File: config.mk
export PLATFORM = sky130hd
export DESIGN_NAME = fifo_sample_packer
export DESIGN_NICKNAME = d
export VERILOG_FILES = /design/src/rtl/fifo_sample_packer.sv
export SDC_FILE = /design/constraint.sdc
export NUM_CORES = 1
export LEC_CHECK = 0
export BUFFER_PORTS_ARGS = -buffer_cell sky130_fd_sc_hd__buf_2
export CORE_MARGIN = 2
export CORE_UTILIZATION = 25
export DETAILED_ROUTE_END_ITERATION = 8
export GPL_ROUTABILITY_DRIVEN = 0
export PLACE_DENSITY_LB_ADDON = 0.2
export SLEW_MARGIN = 40
export SYNTH_ARGS = -nofsm -noshare
export SYNTH_HDL_FRONTEND = slang
export SYNTH_SLANG_ARGS = --single-unit
File: constraint.sdc
create_clock -name mems_clk -period 4.9 [get_ports mems_clk]
set_clock_uncertainty 0.05 [all_clocks]
set_input_delay 0.98 -clock mems_clk [delete_from_list [all_inputs] [get_ports mems_clk]]
set_output_delay 0.98 -clock mems_clk [all_outputs]
set_load 0.05 [all_outputs]
File: src/rtl/fifo_sample_packer.sv
// Serialises one filtered X/Y/Z set into three ADXL355-format FIFO entries and flags overflow.
// Optional FIFO_DROP_CNT_EN adds a saturating 8-bit count of dropped sets (drop_cnt).
module fifo_sample_packer #(
  parameter int ADDR_WIDTH = 4,
  parameter int DEPTH      = 1 << ADDR_WIDTH,
  localparam int SET_SIZE  = 3
) (
  input  logic                  mems_clk,
  input  logic                  rst_n,
  input  logic                  sample_valid,
  input  logic [19:0]           xdata_in,
  input  logic [19:0]           ydata_in,
  input  logic [19:0]           zdata_in,
  input  logic                  STANDBY,
  input  logic [ADDR_WIDTH:0]   fifo_sample_num,
  input  logic                  ovr_clr,
  output logic                  wr_en,
  output logic [23:0]           filter_fifo_data,
  output logic                  FIFO_OVR,
  output logic                  busy,
`ifdef FIFO_DROP_CNT_EN
  output logic [7:0]            drop_cnt,
`endif
  output logic [2:0]            fsm_state
);

  typedef enum logic [2:0] {
    IDLE   = 3'd0,
    WR_X   = 3'd1,
    WR_Y   = 3'd2,
    WR_Z   = 3'd3,
    SETTLE = 3'd4
  } state_t;

  // Highest occupancy that still leaves room for a whole set; anything above,
  // including the illegal values beyond DEPTH, counts as full.
  localparam logic [ADDR_WIDTH:0] MAX_OCC = (ADDR_WIDTH+1)'(DEPTH - SET_SIZE);

  state_t      state, next_state;
  logic [19:0] y_lat, z_lat;
  logic        space_ok;
  logic        accept;
  logic        drop;

  function automatic logic [23:0] fmt(input logic [19:0] d, input logic first);
    fmt = {d, 3'b000, first};
  endfunction

  assign space_ok  = (fifo_sample_num <= MAX_OCC);
  assign busy      = (state != IDLE);
  assign fsm_state = state;

  always_comb begin
    next_state = state;
    accept     = 1'b0;
    drop       = 1'b0;
    unique case (state)
      IDLE: begin
        if (sample_valid && !STANDBY) begin
          if (space_ok) begin
            accept     = 1'b1;
            next_state = WR_X;
          end else begin
            drop = 1'b1;
          end
        end
      end
      WR_X:    next_state = WR_Y;
      WR_Y:    next_state = WR_Z;
      WR_Z:    next_state = SETTLE;
      SETTLE:  next_state = IDLE;
      default: next_state = IDLE;
    endcase
    // A new set arriving mid-serialisation is lost; the current set carries on.
    if (state != IDLE && sample_valid && !STANDBY) drop = 1'b1;
  end

  always_ff @(posedge mems_clk or negedge rst_n) begin
    if (!rst_n) begin
      state <= IDLE;
    end else begin
      state <= next_state;
    end
  end

  always_ff @(posedge mems_clk or negedge rst_n) begin
    if (!rst_n) begin
      y_lat <= '0;
      z_lat <= '0;
    end else if (accept) begin
      y_lat <= ydata_in;
      z_lat <= zdata_in;
    end
  end

  // Write port is registered from next_state so each entry appears exactly
  // while the FSM sits in the matching WR_* state; data holds otherwise.
  always_ff @(posedge mems_clk or negedge rst_n) begin
    if (!rst_n) begin
      wr_en            <= 1'b0;
      filter_fifo_data <= '0;
    end else begin
      wr_en <= 1'b0;
      unique case (next_state)
        WR_X: begin
          wr_en            <= 1'b1;
          filter_fifo_data <= fmt(xdata_in, 1'b1);
        end
        WR_Y: begin
          wr_en            <= 1'b1;
          filter_fifo_data <= fmt(y_lat, 1'b0);
        end
        WR_Z: begin
          wr_en            <= 1'b1;
          filter_fifo_data <= fmt(z_lat, 1'b0);
        end
        default: ;
      endcase
    end
  end

  always_ff @(posedge mems_clk or negedge rst_n) begin
    if (!rst_n) begin
      FIFO_OVR <= 1'b0;
    end else if (drop) begin
      FIFO_OVR <= 1'b1;
    end else if (ovr_clr) begin
      FIFO_OVR <= 1'b0;
    end
  end

`ifdef FIFO_DROP_CNT_EN
  always_ff @(posedge mems_clk or negedge rst_n) begin
    if (!rst_n) begin
      drop_cnt <= '0;
    end else if (ovr_clr) begin
      drop_cnt <= drop ? 8'd1 : 8'd0;
    end else if (drop && drop_cnt != 8'hFF) begin
      drop_cnt <= drop_cnt + 8'd1;
    end
  end
`endif

endmodule

==> flow_metrics.env, run 1 <==
export IMPL_io_pins=100
export IMPL_rsz0062_at_grt="no"
export IMPL_clock_sinks=66
export IMPL_drtPass1Iterations=4
export IMPL_hold_buffers=0
export IMPL_die_area_um2=13800
export IMPL_initial_utilization_pct=25.6
export IMPL_grt_usage_pct=13.7
export IMPL_viasPerCell=4.61
export IMPL_syn_to_final_growth_pct=28.9
export IMPL_cts_buffers=9
export IMPL_htreeDepth=3
export IMPL_slowest_delay_ps=400
export IMPL_wl_per_cell_um=17.0
export IMPL_power_density_nw_per_um2=691
export IMPL_ys_types=23
export IMPL_crit_chain="buf_4 -> or3_1 -> buf_2"
export IMPL_worst_ep_required_time_ps=3870
export IMPL_hp_start="z_lat[2]"
export IMPL_cts_tree="done"
export IMPL_ys_async_sr_fraction_pct=100
export IMPL_tightest_slew_ps=665
export IMPL_vdd_drop_max_mv=0.203
export IMPL_ys_seq_area_share_pct=51.3
export IMPL_cts_setup_buffers=0
export IMPL_critPathKind="reg -> out"
export IMPL_synth_warnings=0
export IMPL_drv_slew=0
export IMPL_finalHoldViolCount=0
export IMPL_syn_inst=279
export IMPL_final_seq_area_um2=1650
export IMPL_grt_pass1_vias=2605
export IMPL_cts_resized=0
export IMPL_avgSynthCellArea_um2=11.5
export IMPL_reg2reg_from="fsm_state[0]"
export IMPL_synth_commonest_cells="dfrtp_1 (66), mux2_1 (40), nand3b_1 (40)"
export IMPL_drtIter0Drc=152
export IMPL_synth_top_area_share_pct=51.3
export IMPL_syn_cell_area_um2=3220
export IMPL_cts_clk_slew_worst_paths_ps=50
export IMPL_fillers=1310
export IMPL_critPathMaxFanout=45
export IMPL_clk_path_buf_depth=2
export IMPL_hold_class="reg -> reg"
export IMPL_drt_wl_total_mm=9.16
export IMPL_status="complete, no violations"
export IMPL_layout_min_cycle_time_ps=2660
export IMPL_clk_latency_ps=320
export IMPL_drive_above_1_share_pct=33.2
export IMPL_multi_input_area_um2=1420
export IMPL_dpl_hpwl_mm=5.98
export IMPL_cts_root_buf="clkbuf_16"
export IMPL_worst_setup_path_start_kind="flop"
export IMPL_crit_path_end_kind="output pin"
export IMPL_die_w_um=117
export IMPL_final_nets=433
export IMPL_fin_tns_setup_ps=0
export IMPL_yosysTopAreaCell="dfrtp_1"
export IMPL_grt_pass1_wl_mm=14.8
export IMPL_vias=2490
export IMPL_cap_violations=0
export IMPL_startpoint="fsm_state[1]"
export IMPL_grt_antenna_before_repair=2
export IMPL_final_antenna_net_count=0
export IMPL_synthTopCellsByArea="dfrtp_1 (51%), mux2_1 (14%), nand3b_1 (9.3%)"
export IMPL_finalSetupViolCount=0
export IMPL_period_share_pct=54.2
export IMPL_grt_overflow=0
export IMPL_rows=41
export IMPL_synth_edf_count=0
export IMPL_worstPathArrival_ps=1630
export IMPL_synth_main_ff_cell="dfrtp_1"
export IMPL_core_um2=12600
export IMPL_fmax_ghz=0.376
export IMPL_yosysMostFrequentCell="dfrtp_1"
export IMPL_grt_max_degree=48
export IMPL_numPortBuffers=95
export IMPL_cp_slowest_cell="dfrtp_1"
export IMPL_drcViolationCount=0
export IMPL_p_leak_uw=0.00184
export IMPL_relSlewSlack_pct=55.7
export IMPL_synth_seq_cells=66
export IMPL_stdcell_area_um2=4150
export IMPL_dpl_cell_area_um2=3830
export IMPL_die_h_um=117
==> cells in the final DEF (no fill, tap or decap), types with 5 or more instances in the layout <==
| cell type | n |
|---|---|
| buf_4 | 10 |
| nand4_1 | 20 |
| clkbuf_16 | 9 |
| nand3b_1 | 40 |
| dfrtp_1 | 66 |
| o211ai_1 | 20 |
| buf_2 | 94 |
| a21o_1 | 20 |
| mux2_1 | 40 |
| nand2_1 | 5 |
| o21ai_0 | 22 |
==> per-stage QoR <==
step	instances	setup slack (ps)	hold WS (ps)	utilization, %	total power [uW]
floorplan	281	2270	408	-	1880
global placement	524	1690	419	30.4	2200
detailed placement	524	1680	427	30.5	2230
CTS	539	2020	440	32.9	2900
global route	539	2170	449	33.0	3050
finish	540	2240	433	33.0	2860
==> worst max-delay path, delay by kind of cell (launching register included) <==
family,cells,cell delay (ps)
flops,1,400
simple gates,1,400
buf+inv,2,520
==> path summary, 6_finish.rpt <==
kind / endpoint / slack [ps] / cells past startpoint
setup / recovery: busy / 2240 / 3
hold / removal: z_lat[2] / 430 / 1
setup reg to reg: z_lat[16] / 2510 / 5
hold reg to reg: z_lat[2] / 430 / 1
max in group asynchronous: filter_fifo_data[6] / 3390 / 2
min in group asynchronous: z_lat[10] / 540 / 1
==> cell type report <==
type / instances / area share (%)
clock buffer: 13 / 6.52
antenna: 1 / 0.0604
clock inverter: 2 / 0.845
multi-input combinational: 181 / 34.3
tap: 172 / 5.19
timing repair buffer: 104 / 13.2
inverter: 1 / 0.0906
sequential: 66 / 39.8
==> routing by layer <==
layer / global-route usage [%] / up-vias / routed length [um]
met4: 4.82 / 2 / 105
met3: 3.84 / 7 / 429
met5: 0 / - / 12
met2: 20.7 / 53 / 4190
li1: - / 1195 / -
met1: 18.9 / 1233 / 4420
==> cell families (layout without fill, tap and decap cells) <==
logic type      count (synthesis)  after routing  synth area share, %
simple gates                   74             74                 15.7
flops                          66             66                 51.3
compound gates                 63             63                 13.0
mux                            40             40                 14.0
buf+inv                        34            120                 5.52
other cells                     1              4                0.117
xor+xnor                        1              1                0.272
==> where the power goes <==
| group | internal [uW] | switching, uW | total (uW) |
|---|---|---|---|
| Clock | 432 | 224 | 656 |
| Combinational | 439 | 831 | 1270 |
| Sequential | 810 | 127 | 938 |
| Total | 1680 | 1180 | 2860 |
==> state kept, by name, indices dropped and copies added, names as in the netlist <==
register	count
filter_fifo_data	21
fsm_state	3
FIFO_OVR	1
y_lat	20
wr_en	1
z_lat	20
Note: power is estimated with default switching activity, not from simulation.
==> run 2, diff against run 1 <==
Settings changed: ABC_AREA set to 1.
Clock period 4.9 ns to 2.2 ns, I/O delays scaled along.
==> run 2 against run 1 <==
Against the previous run: critical path depth stayed put; power is 120% higher; worst hold slack worse by 180 ps; synthesized area is 7.0% lower; register-to-register slack worse by 1900 ps; design area is 5.6% lower.
==> flow_metrics.env, run 2 <==
export IMPL_status="complete, no violations"
export IMPL_drv_slew=0
export IMPL_regMostFlops="filter_fifo_data"
export IMPL_rsz0062_at_grt="no"
export IMPL_cts_root_buf="clkbuf_16"
export IMPL_p_int_uw=3400
export IMPL_cts_clk_slew_worst_paths_ps=50
export IMPL_power_density_nw_per_um2=1610
export IMPL_synth_main_ff_cell="dfrtp_1"
export IMPL_io_pins=100
export IMPL_worst_ep_required_time_ps=1710
export IMPL_power_frac_seq_pct=33.9
export IMPL_grt_pass1_wl_mm=14.4
export IMPL_cts_tree="done"
export IMPL_grt_overflow=0
export IMPL_wl_per_cell_um=14.0
export IMPL_dpl_hpwl_mm=5.94
export IMPL_period_share_pct=76.5
export IMPL_cts_buffers=9
export IMPL_cap_violations=0
export IMPL_p_leak_uw=0.00218
export IMPL_largest_reg_flops=21
export IMPL_clock_sinks=66
export IMPL_syn_to_final_growth_pct=30.7
export IMPL_die_area_um2=12900
export IMPL_vias=2770
export IMPL_grt_pass1_vias=2868
export IMPL_reg_top3="filter_fifo_data: 21 flops, y_lat: 20 flops, z_lat: 20 flops"
export IMPL_rows=39
export IMPL_yosysTopAreaCell="dfrtp_1"
export IMPL_finalSetupViolCount=0
export IMPL_mostFrequentLayoutCells="nand2_1 (187), buf_2 (95), nand3_1 (81)"
export IMPL_cts_setup_buffers=0
export IMPL_finalHoldViolCount=0
export IMPL_drtIter0Drc=121
export IMPL_yosysMostFrequentCell="nand2_1"
export IMPL_viasPerCell=4.45
export IMPL_worstPathArrival_ps=1190
export IMPL_grt_max_degree=44
export IMPL_ys_types=14
export IMPL_grt_antenna_before_repair=0
export IMPL_ys_seq_area_share_pct=55.2
export IMPL_clockPowerShare_pct=19.9
export IMPL_critPathKind="reg -> out"
export IMPL_ys_async_sr_fraction_pct=100
export IMPL_syn_inst=383
export IMPL_worst_setup_path_start_kind="flop"
export IMPL_drt_wl_total_mm=8.70
export IMPL_die_w_um=113
export IMPL_final_common_cell="nand2_1"
export IMPL_critPathMaxFanout=5
export IMPL_synth_top_area_share_pct=55.2
export IMPL_numPortBuffers=95
export IMPL_syn_cell_area_um2=2990
export IMPL_synth_edf_count=0
export IMPL_switchingPower_uw=2880
export IMPL_vdd_drop_max_mv=0.970
export IMPL_synthTopCellsByArea="dfrtp_1 (55%), nand2_1 (23%), nand3_1 (14%)"
export IMPL_fmax_ghz=0.594
export IMPL_core_um2=11600
export IMPL_drcViolationCount=0
export IMPL_die_h_um=113
export IMPL_synth_warnings=0
export IMPL_grt_usage_pct=14.4
export IMPL_final_nets=545
export IMPL_drtPass1Iterations=4
export IMPL_drive_above_1_share_pct=25.5
export IMPL_crit_path_end_kind="output pin"
export IMPL_synth_commonest_cells="nand2_1 (187), nand3_1 (82), dfrtp_1 (66)"
export IMPL_hold_class="in -> reg"
export IMPL_final_antenna_net_count=0
export IMPL_layout_min_cycle_time_ps=1680
export IMPL_avgSynthCellArea_um2=7.81
export IMPL_fin_tns_setup_ps=0
export IMPL_final_core_util_pct=33.8
export IMPL_p_sw_share_pct=45.9
export IMPL_comb_power_share_pct=46.2
export IMPL_initial_utilization_pct=25.9
export IMPL_clk_path_buf_depth=2
export IMPL_clk_latency_ps=320
export IMPL_synth_seq_cells=66
export IMPL_htreeDepth=3
==> run 2: cell count changes after synthesis, sizes merged, moves of 40 or more <==
cell / delta
nand3: +80
mux2: -40
nand2: +184
nand3b: -40
==> run 2: kinds of logic (layout without fill, tap and decap cells) <==
family	after synthesis	count (layout)	share of synthesized area [%]
simple gates	278	278	38.6
flops	66	66	55.2
buf+inv	36	129	5.73
compound gates	2	2	0.334
other cells	1	4	0.125
==> run 2: worst max-delay path, cell delays in order (launching register included) <==
cell	delay [ps]
dfrtp_1	440
inv_1	110
nand2_1	70
buf_2	250
==> run 2: path summary, 6_finish.rpt <==
kind	cells after the start	slack [ps]	end	start
hold reg to reg	2	420	y_lat[1]	y_lat[1]
setup reg to reg	7	560	filter_fifo_data[18]	fsm_state[1]
min in group asynchronous	2	520	y_lat[8]	rst_n
hold / removal	2	260	FIFO_OVR	ovr_clr
max in group asynchronous	3	1030	filter_fifo_data[20]	rst_n
setup / recovery	3	520	busy	fsm_state[2]
==> run 2: timing repair <==
action,4_1_cts,5_1_grt
gates resized for setup,0,0
endpoints found under the hold margin,13,0
hold buffers,1,0
==> run 2: final cells by class <==
class	count	area [um2]
Multi-Input combinational cell	283	1200
Fill cell	1245	7650
Clock buffer	14	254
Antenna cell	1	2.50
Inverter	9	33.8
Sequential cell	66	1650
Timing Repair Buffer	106	586
Tap cell	143	179
==> run 2: power by group through the flow <==
stage / sequential, uW / combinational (uW) / clock, uW
after global routing: 2210 / 3270 / 1340
after floorplan: 2780 / 1460 / 0
after CTS: 2130 / 2960 / 1290
final: 2130 / 2900 / 1250
after global placement: 2130 / 2920 / 0
after detailed placement: 2150 / 2950 / 0
==> run 2: through the flow <==
step / hold slack [ps] / instances / total power [uW] / area [um2] / setup WS (ps)
2_1_floorplan: 94.4 / 385 / 4240 / 3000 / 553
3_3_place_gp: 331 / 606 / 5060 / 3640 / 573
3_5_place_dp: 336 / 606 / 5100 / 3640 / 539
4_1_cts: 243 / 621 / 6370 / 3910 / 512
5_1_grt: 277 / 621 / 6820 / 3910 / 356
6_report: 258 / 622 / 6280 / 3910 / 517
==> run 2: layer usage <==
metal | vias to the layer above | track usage [%] | wire length (um) | part of all wire [%]
met5 | - | 0 | 0 | 0
met4 | 0 | 6.91 | 188 | 2.2
met3 | 14 | 2.13 | 479 | 5.5
met2 | 76 | 22.5 | 3990 | 46
met1 | 1284 | 19.8 | 4040 | 46
li1 | 1396 | - | - | -
